===== config.mk =====
export PLATFORM = sky130hd
export DESIGN_NAME = crc_16_trans_ser
export DESIGN_NICKNAME = d
export VERILOG_FILES = /design/src/rtl/usb4_sb_crc_pkg.sv /design/src/rtl/crc16_lfsr_step.sv /design/src/rtl/crc_16_trans_ser.sv
export SDC_FILE = /design/constraint.sdc
export NUM_CORES = 1
export LEC_CHECK = 0
export ABC_AREA = 1
export CAP_MARGIN = 10
export CORE_MARGIN = 5
export CORE_UTILIZATION = 63
export CTS_BUF_LIST = sky130_fd_sc_hd__clkbuf_16
export CTS_CLUSTER_SIZE = 8
export DETAILED_ROUTE_END_ITERATION = 6
export PLACE_DENSITY = 0.85
export SLEW_MARGIN = 40
export SYNTH_ARGS = -nofsm -noshare
export SYNTH_HDL_FRONTEND = slang
export SYNTH_SLANG_ARGS = --single-unit

===== constraint.sdc =====
create_clock -name clk -period 3.4 [get_ports clk]
set_input_delay 0.68 -clock clk [delete_from_list [all_inputs] [get_ports clk]]
set_output_delay 0.68 -clock clk [all_outputs]
set_load 0.02 [all_outputs]

===== src/rtl/usb4_sb_crc_pkg.sv =====
// Shared constants and types for the sideband CRC-16 path.
// Used by both the transmit framer and the receive checker.
package usb4_sb_crc_pkg;

  localparam logic [15:0] CRC16_POLY = 16'h8005;
  localparam logic [15:0] CRC16_INIT = 16'hFFFF;

  localparam int SYM_LEN = 10;
  localparam logic [3:0] CNT_LAST = 4'(SYM_LEN - 1);

  localparam logic START_BIT = 1'b0;
  localparam logic STOP_BIT  = 1'b1;

  typedef enum logic [1:0] {
    TX_IDLE,
    TX_DATA,
    TX_CRC_HI,
    TX_CRC_LO
  } tx_state_e;

endpackage


===== src/rtl/crc16_lfsr_step.sv =====
// Single-bit CRC-16 LFSR update, MSB-first, x^16 implicit.
// Purely combinational; reused by tx framer and rx checker.
module crc16_lfsr_step #(
  parameter logic [15:0] POLY = 16'h8005
) (
  input  logic [15:0] crc_in,
  input  logic        bit_in,
  output logic [15:0] crc_out
);

  logic fb;

  // Feedback tap selects whether the polynomial is folded in.
  always_comb begin
    fb      = crc_in[15] ^ bit_in;
    crc_out = {crc_in[14:0], 1'b0} ^ (fb ? POLY : 16'h0000);
  end

endmodule


===== src/rtl/crc_16_trans_ser.sv =====
// Sideband serial tx framer: 10-bit symbols plus CRC-16 trailer.
// All outputs are registered decodes of the next state.
module crc_16_trans_ser
  import usb4_sb_crc_pkg::*;
#(
  parameter logic [15:0] CRC_POLY = CRC16_POLY,
  parameter logic [15:0] CRC_INIT = CRC16_INIT
) (
  input  logic       clk,
  input  logic       reset,
  input  logic [7:0] s_data,
  input  logic       s_valid,
  input  logic       s_last,
  output logic       s_ready,
  output logic       tx_out,
  output logic       tx_en,
  output logic       done,
  output logic       underrun
);

  tx_state_e   state_q, state_d;
  logic [3:0]  cnt_q, cnt_d;
  logic [15:0] crc_q, crc_d;
  logic [7:0]  byte_q, byte_d;
  logic        last_q, last_d;
  logic        tx_out_q, tx_out_d;
  logic        tx_en_q, tx_en_d;
  logic        s_ready_q, s_ready_d;
  logic        done_q, done_d;
  logic        underrun_q, underrun_d;

  logic [15:0] crc_step;
  logic        data_bit;
  logic        data_slot;
  logic        sym_end;
  logic        hs;

  assign data_bit  = byte_q[3'(cnt_q - 4'd1)];
  assign data_slot = (cnt_q >= 4'd1) && (cnt_q <= 4'd8);
  assign sym_end   = (cnt_q == CNT_LAST);
  assign hs        = s_valid && s_ready_q;

  crc16_lfsr_step #(
    .POLY(CRC_POLY)
  ) u_step (
    .crc_in (crc_q),
    .bit_in (data_bit),
    .crc_out(crc_step)
  );

  // Next state, counter, CRC and pulse generation.
  always_comb begin
    state_d    = state_q;
    cnt_d      = cnt_q;
    crc_d      = crc_q;
    byte_d     = byte_q;
    last_d     = last_q;
    done_d     = 1'b0;
    underrun_d = 1'b0;
    unique case (state_q)
      TX_IDLE: begin
        crc_d = CRC_INIT;
        cnt_d = 4'd0;
        if (hs) begin
          byte_d  = s_data;
          last_d  = s_last;
          state_d = TX_DATA;
        end
      end
      TX_DATA: begin
        if (data_slot) crc_d = crc_step;
        if (sym_end) begin
          cnt_d = 4'd0;
          if (hs) begin
            byte_d = s_data;
            last_d = s_last;
          end else begin
            state_d    = TX_CRC_HI;
            underrun_d = !last_q;
          end
        end else begin
          cnt_d = cnt_q + 4'd1;
        end
      end
      TX_CRC_HI, TX_CRC_LO: begin
        if (data_slot) crc_d = {crc_q[14:0], 1'b0};
        if (sym_end) begin
          cnt_d = 4'd0;
          if (state_q == TX_CRC_HI) begin
            state_d = TX_CRC_LO;
          end else begin
            state_d = TX_IDLE;
            done_d  = 1'b1;
            crc_d   = CRC_INIT;
          end
        end else begin
          cnt_d = cnt_q + 4'd1;
        end
      end
      default: state_d = TX_IDLE;
    endcase
  end

  // Output decode from the upcoming state so outputs are flops.
  always_comb begin
    tx_en_d   = (state_d != TX_IDLE);
    s_ready_d = (state_d == TX_IDLE)
             || ((state_d == TX_DATA)
              && (cnt_d == CNT_LAST)
              && !last_d);
    if (state_d == TX_IDLE)
      tx_out_d = STOP_BIT;
    else if (cnt_d == 4'd0)
      tx_out_d = START_BIT;
    else if (cnt_d == CNT_LAST)
      tx_out_d = STOP_BIT;
    else if (state_d == TX_DATA)
      tx_out_d = byte_d[3'(cnt_d - 4'd1)];
    else
      tx_out_d = crc_d[15];
  end

  // State and output registers.
  always_ff @(posedge clk or negedge reset) begin
    if (!reset) begin
      state_q    <= TX_IDLE;
      cnt_q      <= 4'd0;
      crc_q      <= CRC_INIT;
      byte_q     <= 8'h00;
      last_q     <= 1'b0;
      tx_out_q   <= 1'b1;
      tx_en_q    <= 1'b0;
      s_ready_q  <= 1'b0;
      done_q     <= 1'b0;
      underrun_q <= 1'b0;
    end else begin
      state_q    <= state_d;
      cnt_q      <= cnt_d;
      crc_q      <= crc_d;
      byte_q     <= byte_d;
      last_q     <= last_d;
      tx_out_q   <= tx_out_d;
      tx_en_q    <= tx_en_d;
      s_ready_q  <= s_ready_d;
      done_q     <= done_d;
      underrun_q <= underrun_d;
    end
  end

  assign s_ready  = s_ready_q;
  assign tx_out   = tx_out_q;
  assign tx_en    = tx_en_q;
  assign done     = done_q;
  assign underrun = underrun_q;

endmodule


==> flow_summary.json, run 1 <==
{
  "outcome": "completed",
  "syn2layout_area_growth_pct": 14.7,
  "peakVddDrop_mv": 0.701,
  "grt_pass1_wl_mm": 8.75,
  "timing.critical_path.fanout_max": 15,
  "wirelength_mm": 4.99,
  "post-cts-setup-buffer-count": 0,
  "post_synth_inst_count": 295,
  "synthesis.area_per_instance_sq_um": 7.71,
  "synth_warnings": 0,
  "drt_first_iter_violations": 213,
  "cts_buffers": 5,
  "cts.sinks": 36,
  "worstHoldPathType": "register to register",
  "ys_seq_area_frac": 0.405,
  "core_area_sq_um": 3420,
  "period_needed_ns": 2.56,
  "firstDrtPassIters": 5,
  "cts_tree": "yes",
  "power.density_nw_per_um2": 1130,
  "utilization": 0.764,
  "layout-drive-gt1-share": 0.153,
  "start_util": 0.666,
  "synth_cell_type_count": 38,
  "max_freq_mhz": 391,
  "totalNegativeSetupSlack_ns": 0,
  "layout_setup_ws_ns": 0.841,
  "vias_per_cell": 5.75,
  "antenna_cells": 0,
  "clock_latency_ns": 0.28,
  "floorplan.die.height_microns": 70.1,
  "cts_repair_resize_count": 0,
  "portBuffers": 16,
  "finalHoldViolations": 0,
  "setup_repair_after_global_routing_missed_its_margin": "no",
  "final_common_cell": "sky130_fd_sc_hd__nand2_1",
  "clock_tree.root_cell": "sky130_fd_sc_hd__clkbuf_16",
  "die_area_sq_um": 4910,
  "numPlacedInstances": 351,
  "relSlewSlack": 0.607,
  "grt_antenna_before_repair": 0,
  "cp_data_arrival_time_ns": 2.78,
  "synthesis.nets": 315,
  "cp_data_required_time_ns": 3.62,
  "timing_max_transition_violations_final": 0,
  "gp_routability_congestion": 0.892,
  "holdBufCountCts": 0,
  "setup.worst_path.start_class": "register",
  "first_global_vias": 1891,
  "timing.final.setup_violations": 0,
  "final_cell_mix": "sky130_fd_sc_hd__nand2_1, sky130_fd_sc_hd__nand3_1, sky130_fd_sc_hd__inv_1, sky130_fd_sc_hd__dfrtp_1, sky130_fd_sc_hd__dfstp_2",
  "fp.dieW_microns": 70.1,
  "maxCapViolCount": 0,
  "global_route.usage.total": 0.221,
  "placementRows": 21,
  "flops_latches_synth": 36,
  "grt_overflow": 0,
  "antenna_left": 0,
  "worst-slew-pin-transition_ns": 0.584,
  "post-route-period-util": 0.753,
  "num_io_pins": 17,
  "htree_levels": 2,
  "worst_setup_hold_path_clk_slew_ns": 0.05,
  "timing_worst_setup_path_type": "register to register",
  "post_detailed_placement_half_perimeter_wirelength_mm": 3.52,
  "dr_total_vias": 2064,
  "drt_drc_violations_left": 0,
  "layout.nets": 332,
  "worst_setup_path_end_kind": "register",
  "pin_count_of_the_biggest_net_entering_global_routing": 37,
  "synthesis.area_sq_um": 2270,
  "finClkSkew_ns": 0.00252,
  "dpl_worst_slack_ns": 0.898,
  "power.static_leakage_nw": 1.37,
  "avgRoutedWirePerCell_microns": 13.9,
  "finalNonFillerCells": 359,
  "cts_max_path_buffers": 2
}
-- per-layer routing --
| layer | up-vias | wire length [microns] | track usage |
|---|---|---|---|
| li1 | 1002 | - | - |
| met4 | 0 | 180 | 0.104 |
| met3 | 21 | 394 | 0.0516 |
| met5 | - | 0 | 0 |
| met2 | 104 | 2180 | 0.328 |
| met1 | 937 | 2240 | 0.304 |
-- final timing paths --
check	from	endpoint	slack, ns	cells past startpoint
max	cnt_q[0]	tx_out	0.84	15
min	last_q	underrun	0.45	1
max reg2reg	cnt_q[0]	tx_out	0.84	15
min reg2reg	last_q	underrun	0.45	1
max in group asynchronous	reset	crc_q[13]	2.24	2
min in group asynchronous	reset	byte_q[3]	0.81	2
-- through the flow --
step / power (mW) / instance area [sq um] / hold WS [ns]
after floorplan: 2.10 / 2270 / 0.384
after global placement: 2.39 / 2450 / 0.436
after detailed placement: 2.42 / 2450 / 0.430
after CTS: 2.93 / 2610 / 0.439
after global routing: 3.23 / 2610 / 0.463
final: 2.94 / 2610 / 0.446
-- synthesized netlist by cell type (all sizes together) --
cell type	instances	area share
a21oi	12	0.030
o31ai	1	0.0033
a31oi	1	0.0028
buf	7	0.025
nor4	1	0.0028
dfstp	17	0.20
xor2	1	0.0039
dfrtp	19	0.21
a22oi	1	0.0033
o221ai	7	0.027
nand3b	1	0.0033
nand3	46	0.11
nor2	16	0.035
inv	47	0.079
o21ai	4	0.0088
a221o	6	0.026
o22ai	1	0.0028
nand2	86	0.15
xnor2	1	0.0039
or2	1	0.0028
a21boi	4	0.013
clkbuf	2	0.0033
ha	8	0.044
nor3	4	0.0088
a22o	1	0.0039
-- critical path: stages (launching register included) --
cell and delay (ns):
sky130_fd_sc_hd__dfrtp_1 0.49, sky130_fd_sc_hd__ha_1 0.31, sky130_fd_sc_hd__nand3_4 0.21, sky130_fd_sc_hd__nand2_2 0.12, sky130_fd_sc_hd__inv_4 0.13, sky130_fd_sc_hd__o21ai_0 0.24, sky130_fd_sc_hd__ha_1 0.40, sky130_fd_sc_hd__inv_1 0.10
sky130_fd_sc_hd__nand3_1 0.10, sky130_fd_sc_hd__nand3_1 0.08, sky130_fd_sc_hd__nand3_1 0.06, sky130_fd_sc_hd__nand2_1 0.06, sky130_fd_sc_hd__inv_1 0.04, sky130_fd_sc_hd__nand2_1 0.05, sky130_fd_sc_hd__nand2_1 0.05, sky130_fd_sc_hd__nand2_1 0.05
-- logic make-up after synthesis --
logic type	count (synthesis)	synth area share
simple gates	155	0.315
buf+inv	56	0.107
compound gates	38	0.121
flops	36	0.405
fa+ha+maj	8	0.0440
xor+xnor	2	0.00770
-- state kept, by name, indices dropped and copies added, names as in the netlist, 2 cells and up --
register	cells
byte_q	8
cnt_q	4
crc_q	16
state_q	2
-- power breakdown --
group          switching (mW)  internal (mW)  total, mW
Clock                   0.169          0.312      0.480
Sequential              0.161          0.679      0.839
Combinational            1.02          0.600       1.62
Total                    1.35           1.59       2.94
-- final cells by class --
cell class | instances | area (sq um)
Multi-Input combinational cell | 203 | 1110
Sequential cell | 36 | 922
Fill cell | 265 | 807
Timing Repair Buffer | 19 | 183
Inverter | 47 | 179
Clock buffer | 6 | 150
Tap cell | 46 | 57.6
Clock inverter | 2 | 8.76
Power figures use the tool's default switching activity.
==> run 2, diff against run 1 <==
CORE_UTILIZATION = 58   (was 63)
PLACE_DENSITY = 0.79   (was 0.85)
clock period = 2.4 ns   (was 3.4 ns; I/O delays follow)
==> flow_summary.json, run 2 (synthesis gave the netlist of run 1 again) <==
{
  "outcome": "completed",
  "worst-slew-pin-transition_ns": 0.457,
  "regMostFlops": "crc_q",
  "dr_total_vias": 2000,
  "peakVddDrop_mv": 0.990,
  "placementRows": 22,
  "power.density_nw_per_um2": 1580,
  "worst_setup_hold_path_clk_slew_ns": 0.06,
  "multi_input_area_sq_um": 1110,
  "antenna_left": 0,
  "design_area_sq_um": 2650,
  "drt_first_iter_violations": 140,
  "timing.final.setup_violations": 0,
  "worstHoldPathType": "register to register",
  "cp_num_cells": 16,
  "layout-drive-gt1-share": 0.171,
  "portBuffers": 16,
  "clock_power_share": 0.148,
  "gp_routability_congestion": 0.856,
  "antenna_cells": 0,
  "grtUsageMet3": 0.0441,
  "clock_tree.root_cell": "sky130_fd_sc_hd__clkbuf_16",
  "maxCapViolCount": 0,
  "worst_path_dominant_cell_family": "simple AND/OR/NAND/NOR gates",
  "setup.worst_path.start_class": "register",
  "worst_setup_path_end_kind": "register",
  "cp_data_required_time_ns": 2.63,
  "layout_top_registers": "crc_q x16, byte_q x8, cnt_q x4",
  "r2r_startpoint": "cnt_q[0]",
  "critical_path.cell_chain": "ha_1 > nand3_4 > nand2_2 > inv_4 > buf_4 > nand2_4 > ha_1 > xnor2_1 > inv_1 > nand3_1 > nand3_1 > nand2_1 > inv_1 > nand2_1 > nand2_1 > nand2_1",
  "reg2reg_setup_slack_ns": 0.23,
  "post-route-period-util": 0.905,
  "floorplan.die.height_microns": 72.6,
  "finalHoldViolations": 0,
  "firstDrtPassIters": 4,
  "grt_overflow": 0,
  "cellInternalPower_mw": 2.26,
  "crit_start": "cnt_q[0]",
  "max_freq_mhz": 460,
  "area.sequential_sq_um": 922,
  "wirelength_mm": 5.21,
  "final_common_cell": "sky130_fd_sc_hd__nand2_1",
  "start_util": 0.608,
  "layout.nets": 340,
  "cts_max_path_buffers": 2,
  "met1_global_route_usage": 0.298,
  "setup_crit_end": "tx_out",
  "p_sw_mw": 1.94,
  "cts_tree": "yes",
  "syn2layout_area_growth_pct": 16.6,
  "relSlewSlack": 0.696,
  "num_io_pins": 17,
  "fillers": 322,
  "hold_path_startpoint": "last_q",
  "rr_worst_depth": 16,
  "vias_per_cell": 5.42,
  "power_frac_comb": 0.576,
  "totalNegativeSetupSlack_ns": 0,
  "crit_buf_inv": 4,
  "fraction_of_power_spent_switching_nets": 0.461,
  "seq_power_share": 0.276,
  "largest_register_ff_count": 16,
  "grt_antenna_before_repair": 0,
  "cts.sinks": 36,
  "setup_repair_after_global_routing_missed_its_margin": "no",
  "cp_slowest_cell": "sky130_fd_sc_hd__dfrtp_1",
  "cp_data_arrival_time_ns": 2.40,
  "avgRoutedWirePerCell_microns": 14.1,
  "timing_worst_setup_path_type": "register to register",
  "htree_levels": 2,
  "timing.critical_path.fanout_max": 8,
  "crit_top_cell": "sky130_fd_sc_hd__nand2_1",
  "slowest_delay_ns": 0.47,
  "pin_count_of_the_biggest_net_entering_global_routing": 37,
  "busiest_layer": "met2",
  "first_global_vias": 1844,
  "die_area_sq_um": 5270,
  "drt_drc_violations_left": 0,
  "grt_util_met2": 0.335,
  "finClkSkew_ns": 0.00713,
  "global_route.usage.total": 0.214,
  "final_cell_mix": "sky130_fd_sc_hd__nand2_1, sky130_fd_sc_hd__nand3_1, sky130_fd_sc_hd__inv_1, sky130_fd_sc_hd__dfrtp_1, sky130_fd_sc_hd__dfstp_2",
  "post_detailed_placement_half_perimeter_wirelength_mm": 3.81,
  "period_needed_ns": 2.17,
  "cts_buffers": 5,
  "timing_max_transition_violations_final": 0,
  "power.static_leakage_nw": 1.39,
  "core_area_sq_um": 3740,
  "placed_cell_area_sq_um": 2510,
  "fp.dieW_microns": 72.6,
  "end_of_the_worst_register_to_register_path": "tx_out",
  "clock_latency_ns": 0.28,
  "grt_pass1_wl_mm": 8.76
}
==> run 2: cell count changes in the layout (fill, tap and decap cells not counted) <==
| cell | before | now |
|---|---|---|
| sky130_fd_sc_hd__buf_4 | 3 | 11 |
| sky130_fd_sc_hd__clkbuf_16 | 6 | 5 |
| sky130_fd_sc_hd__clkinv_1 | 0 | 1 |
| sky130_fd_sc_hd__clkinv_2 | 1 | 0 |
| sky130_fd_sc_hd__clkinvlp_4 | 0 | 1 |
| sky130_fd_sc_hd__o21ai_0 | 4 | 3 |
| sky130_fd_sc_hd__o21ai_1 | 0 | 1 |
==> run 2: per-layer routing <==
| metal | routed length (microns) | part of all wire |
|---|---|---|
| met4 | 76 | 0.015 |
| met1 | 2500 | 0.48 |
| met3 | 225 | 0.043 |
| met5 | 0 | 0 |
| met2 | 2410 | 0.46 |
==> run 2: power groups by stage <==
stage / Sequential, mW / Combinational (mW) / Clock, mW
floorplan: 1.13 / 1.84 / 0
global placement: 1.16 / 2.33 / 0
detailed placement: 1.16 / 2.39 / 0
CTS: 1.16 / 2.42 / 0.628
global route: 1.19 / 2.75 / 0.666
finish: 1.16 / 2.42 / 0.623
==> run 2: through the flow <==
stage	hold slack [ns]	cells	total power, mW	setup WS, ns	util
2_1_floorplan	0.184	295	2.97	0.347	-
3_5_place_dp	0.441	361	3.55	0.148	0.671
4_1_cts	0.451	369	4.20	0.158	0.709
3_3_place_gp	0.450	361	3.49	0.173	0.671
5_1_grt	0.481	369	4.61	0.0503	0.709
6_report	0.443	369	4.20	0.228	0.709
==> run 2: area by class of cell <==
cell class,instances,share of cell area
Clock buffer,5,0.0472
Clock inverter,3,0.00566
Inverter,47,0.0675
Multi-Input combinational cell,203,0.418
Sequential cell,36,0.348
Tap cell,48,0.0226
Timing Repair Buffer,27,0.0915
==> run 2: timing repair <==
action	CTS	global route
resized for setup	0	1
hold buffers	0	0
endpoints found under the setup margin	0	1
buffers inserted	0	0
endpoints found under the hold margin	0	0
==> run 2: worst min path at each step <==
stage                      to  slack, ns  cells past startpoint
floorplan           byte_q[0]       0.18                      0
global placement     underrun       0.45                      1
detailed placement   underrun       0.44                      1
CTS                  underrun       0.45                      1
global route         underrun       0.48                      1
finish               underrun       0.44                      1
